`src/rtl/ucsbece154b_mem_arbiter.sv`:
```
// Arbiter sharing one single-ported memory between instruction fetch (I) and data (D).
// D wins by default; a starvation counter eventually forces an I grant.
module ucsbece154b_mem_arbiter #(
   parameter int ADDR_W     = 32,
   parameter int DATA_W     = 32,
   parameter int MAX_STARVE = 3
) (
   input  logic              clk,
   input  logic              reset,
   input  logic              i_req,
   input  logic [ADDR_W-1:0] i_addr,
   input  logic              i_flush,
   output logic [DATA_W-1:0] i_rdata,
   output logic              i_valid,
   input  logic              d_req,
   input  logic              d_we,
   input  logic [ADDR_W-1:0] d_addr,
   input  logic [DATA_W-1:0] d_wdata,
   output logic [DATA_W-1:0] d_rdata,
   output logic              d_valid,
   output logic              mem_req,
   output logic              mem_we,
   output logic [ADDR_W-1:0] mem_addr,
   output logic [DATA_W-1:0] mem_wdata,
   input  logic [DATA_W-1:0] mem_rdata,
   input  logic              mem_ready
);

   localparam logic [3:0] MAX_STARVE_C = 4'(MAX_STARVE);

   typedef enum logic [1:0] {
      IDLE   = 2'd0,
      BUSY_I = 2'd1,
      BUSY_D = 2'd2
   } state_t;

   state_t            state_r, state_s;
   logic [3:0]        starve_r, starve_s;
   logic              drop_r, drop_s;
   logic              i_elig_s, d_elig_s, grant_i_s;
   logic              mem_req_s, mem_we_s, i_valid_s, d_valid_s;
   logic [ADDR_W-1:0] mem_addr_s;
   logic [DATA_W-1:0] mem_wdata_s, i_rdata_s, d_rdata_s;

   // Next-state, arbitration and next-output logic.
   always_comb begin
      state_s     = state_r;
      starve_s    = starve_r;
      drop_s      = drop_r;
      mem_req_s   = mem_req;
      mem_we_s    = mem_we;
      mem_addr_s  = mem_addr;
      mem_wdata_s = mem_wdata;
      i_rdata_s   = i_rdata;
      d_rdata_s   = d_rdata;
      i_valid_s   = 1'b0;
      d_valid_s   = 1'b0;
      // A requester sitting in its own valid cycle must not be granted a second time.
      i_elig_s    = i_req & ~i_valid & ~i_flush;
      d_elig_s    = d_req & ~d_valid;
      grant_i_s   = i_elig_s & (~d_elig_s | (starve_r == MAX_STARVE_C));

      case (state_r)
         IDLE: begin
            drop_s = 1'b0;
            if (grant_i_s) begin
               state_s    = BUSY_I;
               mem_req_s  = 1'b1;
               mem_we_s   = 1'b0;
               mem_addr_s = i_addr;
               starve_s   = 4'd0;
            end else if (d_elig_s) begin
               state_s     = BUSY_D;
               mem_req_s   = 1'b1;
               mem_we_s    = d_we;
               mem_addr_s  = d_addr;
               mem_wdata_s = d_wdata;
               if (i_elig_s) begin
                  starve_s = (starve_r == MAX_STARVE_C) ? starve_r : starve_r + 4'd1;
               end else if (!i_req) begin
                  starve_s = 4'd0;
               end else begin
                  starve_s = starve_r;
               end
            end else if (!i_req) begin
               starve_s = 4'd0;
            end else begin
               starve_s = starve_r;
            end
         end
         BUSY_I: begin
            if (i_flush) begin
               drop_s = 1'b1;
            end else begin
               drop_s = drop_r;
            end
            // The squashed access still runs to completion; only the response is discarded.
            if (mem_ready) begin
               state_s   = IDLE;
               mem_req_s = 1'b0;
               drop_s    = 1'b0;
               if (!(drop_r || i_flush)) begin
                  i_valid_s = 1'b1;
                  i_rdata_s = mem_rdata;
               end else begin
                  i_valid_s = 1'b0;
               end
            end else begin
               state_s = BUSY_I;
            end
         end
         BUSY_D: begin
            if (mem_ready) begin
               state_s   = IDLE;
               mem_req_s = 1'b0;
               d_valid_s = 1'b1;
               d_rdata_s = mem_rdata;
            end else begin
               state_s = BUSY_D;
            end
         end
         default: begin
            state_s   = IDLE;
            mem_req_s = 1'b0;
            drop_s    = 1'b0;
         end
      endcase
   end

   // State and registered-output update with synchronous reset.
   always_ff @(posedge clk) begin
      if (reset) begin
         state_r   <= IDLE;
         starve_r  <= 4'd0;
         drop_r    <= 1'b0;
         mem_req   <= 1'b0;
         mem_we    <= 1'b0;
         mem_addr  <= '0;
         mem_wdata <= '0;
         i_rdata   <= '0;
         d_rdata   <= '0;
         i_valid   <= 1'b0;
         d_valid   <= 1'b0;
      end else begin
         state_r   <= state_s;
         starve_r  <= starve_s;
         drop_r    <= drop_s;
         mem_req   <= mem_req_s;
         mem_we    <= mem_we_s;
         mem_addr  <= mem_addr_s;
         mem_wdata <= mem_wdata_s;
         i_rdata   <= i_rdata_s;
         d_rdata   <= d_rdata_s;
         i_valid   <= i_valid_s;
         d_valid   <= d_valid_s;
      end
   end

endmodule

```
`config.mk`:
```
export PLATFORM = sky130hd
export DESIGN_NAME = ucsbece154b_mem_arbiter
export DESIGN_NICKNAME = d
export VERILOG_FILES = /design/src/rtl/ucsbece154b_mem_arbiter.sv
export SDC_FILE = /design/constraint.sdc
export NUM_CORES = 1
export LEC_CHECK = 0
export BUFFER_PORTS_ARGS = -buffer_cell sky130_fd_sc_hd__buf_2
export CAP_MARGIN = 20
export CORE_ASPECT_RATIO = 0.6
export CORE_UTILIZATION = 46
export CTS_CLUSTER_DIAMETER = 100
export DETAILED_ROUTE_END_ITERATION = 6
export PLACE_DENSITY = 0.8
export SLEW_MARGIN = 0
export SYNTH_ARGS = -nofsm -noshare
export SYNTH_HDL_FRONTEND = slang
export SYNTH_SLANG_ARGS = --single-unit
```
`constraint.sdc`:
```
create_clock -name clk -period 2.65 [get_ports clk]
set_clock_uncertainty 0.2 [all_clocks]
set_input_delay 0.265 -clock clk [delete_from_list [all_inputs] [get_ports clk]]
set_output_delay 0.265 -clock clk [all_outputs]
set_load 0.05 [all_outputs]
```
# ---- After elaboration in Yosys (flattened, before gate mapping)
# Index checks and enable logic that the tools add are counted.
dict set report word_totals {
  reg_bits 139
  output_inout_bits 132
  elab_cells 69
}
dict set report op_classes {
  addsub 1
  n_eq_ne 7
  mux 23
  n_bitwise 14
  reduce_logical 13
}
# cell n
set ops {}
lappend ops {{32-bit two-way mux} 2}
lappend ops {{4-bit two-way mux} 5}
lappend ops {{1-bit two-way mux} 10}
lappend ops {{2-bit AND reduction} 5}
lappend ops {{1-bit inverter} 9}
lappend ops {{2-bit two-way mux} 3}
lappend ops {{3-bit != test (second input constant)} 2}
lappend ops {{2-bit case mux with 3 select lines} 1}
lappend ops {{3-bit AND reduction} 2}
lappend ops {{4-bit by 1-bit adder with 4-bit output (second input constant)} 1}
lappend ops {{1-bit AND} 4}
lappend ops {{4-bit by 2-bit == test with 1-bit output (second input constant)} 1}
lappend ops {{4-bit != test (second input constant)} 1}
lappend ops {{1-bit case mux with 2 select lines} 2}
lappend ops {{2-bit OR reduction} 2}
lappend ops {{3-bit OR reduction} 1}
lappend ops {{2-bit by 1-bit == test with 1-bit output (second input constant)} 1}
lappend ops {{2-bit == test (second input constant)} 1}
lappend ops {{2-bit logical NOT} 1}
lappend ops {{2-bit by 1-bit != test with 1-bit output (second input constant)} 1}
lappend ops {{2-bit nonzero test} 1}
lappend ops {{1-bit logical OR} 1}
lappend ops {{1-bit OR} 1}

# ---- Depth between registers and ports, before layout
dict set report depth {
  ltp_word 7
  depth_mapped 8
}

# ---- Worst setup path before layout
# No wires, ideal clock.
dict set report synth_path {
  path_kind {register -> register}
  from {reg d_valid}
  to {reg mem_addr[15]}
  setup_time_ns 0.088
  arrival_time_ns 1.739
  required_ns 2.362
  slack_ns 0.622
  stages_incl_launch_ff 6
  n_path_buf 1
  period_less_slack_ns 2.028
  cell_sequence {dfxtp_1 -> nand2b_1 -> o21ai_1 -> clkbuf_1 -> nand2_1 -> a311oi_2}
}
dict set report synth_between {
  elab_chain_cells 7
  word_cells_on_any_way 8
  classes_between {mux: 1; bitwise: 5; reduce/logical: 2}
}
# element line_no
set synth_rtl {}
lappend synth_rtl {{start, declared} 20} ;# output logic d_valid,
lappend synth_rtl {{start signal, assigned} 155} ;# d_valid <= d_valid_s;
lappend synth_rtl {{1-bit inverter (*)} 60} ;# d_elig_s = d_req & ~d_valid;
lappend synth_rtl {{1-bit AND (*)} 60}
lappend synth_rtl {{1-bit inverter} 61} ;# grant_i_s = i_elig_s & (~d_elig_s | (starve_r == MAX_STARVE_C));
lappend synth_rtl {{1-bit OR} 61}
lappend synth_rtl {{1-bit AND} 61}
lappend synth_rtl {{2-bit nonzero test (no source line)} -}
lappend synth_rtl {{2-bit AND reduction (no source line)} -}
lappend synth_rtl {{end signal, assigned} 150} ;# mem_addr <= mem_addr_s;
lappend synth_rtl {{end, declared} 23} ;# output logic [ADDR_W-1:0] mem_addr,
# Every way passes the cells marked *; elsewhere a longest branch is shown, timed or not.
# A chain may end at the register's enable or synchronous reset.

# ---- Worst setup path after layout
dict set report layout_path {
  from {reg state_r[0]}
  to {reg mem_addr[12]}
}
dict set report layout_between {
  elab_chain_cells 2
}
# element line_no
set layout_rtl {}
lappend layout_rtl {{start, declared} 37} ;# state_t state_r, state_s;
lappend layout_rtl {{start signal, assigned} 145} ;# state_r <= state_s;
lappend layout_rtl {{2-bit logical NOT} 63} ;# case (state_r)
lappend layout_rtl {{2-bit AND reduction (no source line)} -}
# Every way passes these cells.

==> impl_metrics.env <==
export IMPL_outcome="complete, but fails checks"
export IMPL_violations="setup timing"
export IMPL_yosysTopAreaCell="dfxtp_1"
export IMPL_worst_slew_pin_slew_ns=0.6086
export IMPL_synth_area_leaders="dfxtp_1 52%, nand2_1 19%, a21oi_1 9.5%"
export IMPL_post_layout_nonfiller_instances=1228
export IMPL_dr_pass1_iters=5
export IMPL_wire_per_inst_um=16.22
export IMPL_wl_met2_mm=9.908
export IMPL_maxCapViolCount=0
export IMPL_drt_iter0_drc=385
export IMPL_rsz0062_at_grt="true"
export IMPL_drc=0
export IMPL_syn_avg_cell_area_um2=7.930
export IMPL_diodes=0
export IMPL_hold_viol_final=0
export IMPL_via_per_inst=5.194
export IMPL_final_setup_viol_count=1
export IMPL_timing_final_crit_period_ns=2.726
export IMPL_cp_data_required_time_ns=2.80
export IMPL_path_max_fanout=33
export IMPL_whs_ns=0.03929
export IMPL_io_pins=267
export IMPL_cts_path_max_buffers=2
export IMPL_numPortBuffers=266
export IMPL_fin_nets=1195
export IMPL_grt_pass1_wl_mm=29.78
export IMPL_syn_nets=812
export IMPL_max_freq_ghz=0.3668
export IMPL_layout_common_cells="265 x nand2_1, 265 x buf_2, 139 x dfxtp_1"
export IMPL_cts_tree="yes"
export IMPL_synth_edf_count=0
export IMPL_finalMaxSlewViolations=0
export IMPL_layout_drive_gt1_share_pct=31.27
export IMPL_cts_root_buf="clkbuf_16"
export IMPL_path_cells="inv_1 > ha_2 > inv_1 > o21ai_4 > buf_12 > nor2_1 > a311oi_1 > dlygate4sd3_1"
export IMPL_cpLargestDelayFamily="buffers and inverters"
export IMPL_synth_area_um2=5329
export IMPL_coreArea_um2=11300
export IMPL_dp_hpwl_mm=10.20
export IMPL_yosysWarnings=0
export IMPL_async_reset_ff_share_pct=0
export IMPL_grt_pass1_vias=6085
export IMPL_cp_start_kind="flip-flop"
export IMPL_crit_type="reg2reg"
export IMPL_synth_top_cell_area_share_pct=52.22
export IMPL_die_h_um=85.37
export IMPL_wl_met1_mm=7.847
export IMPL_vias=6378
export IMPL_ys_ff_latch=139
export IMPL_dieArea_um2=12030
export IMPL_slowest_delay_ns=0.62
export IMPL_slew_headroom_pct=59.43
export IMPL_ys_flop_type="dfxtp_1"
export IMPL_clkSinkCount=139
export IMPL_worst_slack_ns=-0.07642
export IMPL_p_per_area_nw_per_um2=690.6
export IMPL_synth_distinct_cells=35
export IMPL_antenna_found_initial=0
export IMPL_die_w_um=141.0
export IMPL_ant_nets=0
export IMPL_arrival_ns=2.88
export IMPL_path_common_cell="inv_1"
export IMPL_drt_total_wl_mm=19.92
export IMPL_dp_cells=1064
export IMPL_path_clk_slew_ns=0.06
export IMPL_netlist_instances=672
export IMPL_wl_met3_mm=1.627
export IMPL_routabilityCongestion=0.8447
export IMPL_ir_drop_v=0.0004278
export IMPL_crit_buf_inv=4
export IMPL_worstSetupEndpointType="flip-flop"
export IMPL_grt_max_degree=67
export IMPL_cts_buffers=17
export IMPL_post_route_period_util_pct=102.9
export IMPL_syn_to_final_growth_pct=64.76
export IMPL_std_cell_rows=30
export IMPL_grt_usage_pct=31.58
export IMPL_htree_levels=4
export IMPL_globalRouteOverflowTotal=0
export IMPL_top_layer_used="met4"
export IMPL_hold_class="in2reg"
export IMPL_critPathSlowestCell="dlygate4sd3_1"
export IMPL_power_leakage_nw=4.027
export IMPL_yosysSeqAreaShare_pct=52.22
export IMPL_clk_latency_ns=0.41
export IMPL_start_util_pct=47.17
## sequential cells by signal (all words and copies together), names as in the netlist
name       cells
mem_req        1
i_valid        1
d_rdata       32
mem_wdata     32
starve_r       4
mem_addr      32
state_r        2
drop_r         1
i_rdata       32
d_valid        1
mem_we         1
## cell families after synthesis
group,after synthesis,synth area share (%)
AOI/OAI and AO/OA,151,18.31
buffers and inverters,54,4.297
adders and majority gates,5,1.174
muxes,1,0.2113
and+or+nand+nor,322,23.79
DFF,139,52.22
## Yosys cell counts (2+ instances only)
library cell and n:
nor2_1 38, a311oi_1 23, ha_1 5, nand2_1 265
nand4_1 3, o21ai_0 2, o31ai_1 2, nand3_1 2
buf_2 9, clkbuf_1 37, nand2b_1 4, inv_1 5
a211oi_1 2, buf_6 2, dfxtp_1 139, o21a_1 2
a21oi_1 101, a31oi_1 5, a311oi_2 10
## report_power, final
| part | internal (mW) | switching [mW] | leakage [nW] |
|---|---|---|---|
| sequential | 2.23 | 0.0765 | 1.14 |
| clock | 1.34 | 0.960 | 0.270 |
| combinational | 0.511 | 0.947 | 2.62 |
## layer usage
metal / up-vias / track usage [%]
met1: 2981 / 35.48
li1: 3004 / -
met5: - / 0
met2: 347 / 56.22
met3: 46 / 8.465
met4: 0 / 15.02
## cell type report
type | instances | area [um2]
Sequential cell | 139 | 2783
Clock buffer | 19 | 442.9
Fill cell | 715 | 2519
Inverter | 5 | 18.77
Tap cell | 160 | 200.2
Multi-Input combinational cell | 479 | 2356
Timing Repair Buffer | 413 | 2846
Clock inverter | 13 | 132.6
## through the flow
| step | cell area (um2) | total power [mW] | worst slack, ns | setup TNS (ns) | utilization, % |
|---|---|---|---|---|---|
| final | 8780 | 6.063 | -0.07642 | -0.07642 | 77.71 |
| after global routing | 8780 | 6.269 | -0.1517 | -0.2017 | 77.71 |
| after CTS | 8697 | 5.995 | 0.08159 | 0 | 76.98 |
| after detailed placement | 6820 | 3.507 | 0.6030 | 0 | 60.37 |
| after global placement | 6820 | 3.493 | 0.6373 | 0 | 60.37 |
| after floorplan | 5329 | 3.172 | 0.6224 | 0 | - |
## path summary, 6_finish.rpt
check / to / depth (start not counted) / from / slack, ns
worst max register to register: mem_addr[12] / 8 / state_r[0] / -0.08
worst min register to register: mem_wdata[24] / 2 / mem_wdata[24] / 0.25
worst max-delay path: mem_addr[12] / 8 / state_r[0] / -0.08
worst min-delay path: drop_r / 3 / i_flush / 0.04
## worst register-to-register path, stage by stage (launching register included)
cell and delay (ns):
dfxtp_1 0.34, inv_1 0.11, ha_2 0.27, inv_1 0.19
o21ai_4 0.24, buf_12 0.23, nor2_1 0.10, a311oi_1 0.38
dlygate4sd3_1 0.62
## timing repair
item                       CTS  global route
setup buffers                0             1
setup endpoints to repair    0            32
hold endpoints to repair   132             0
gates resized for setup      0             8
hold buffers               130             0
(Power assumes the default switching activity.)
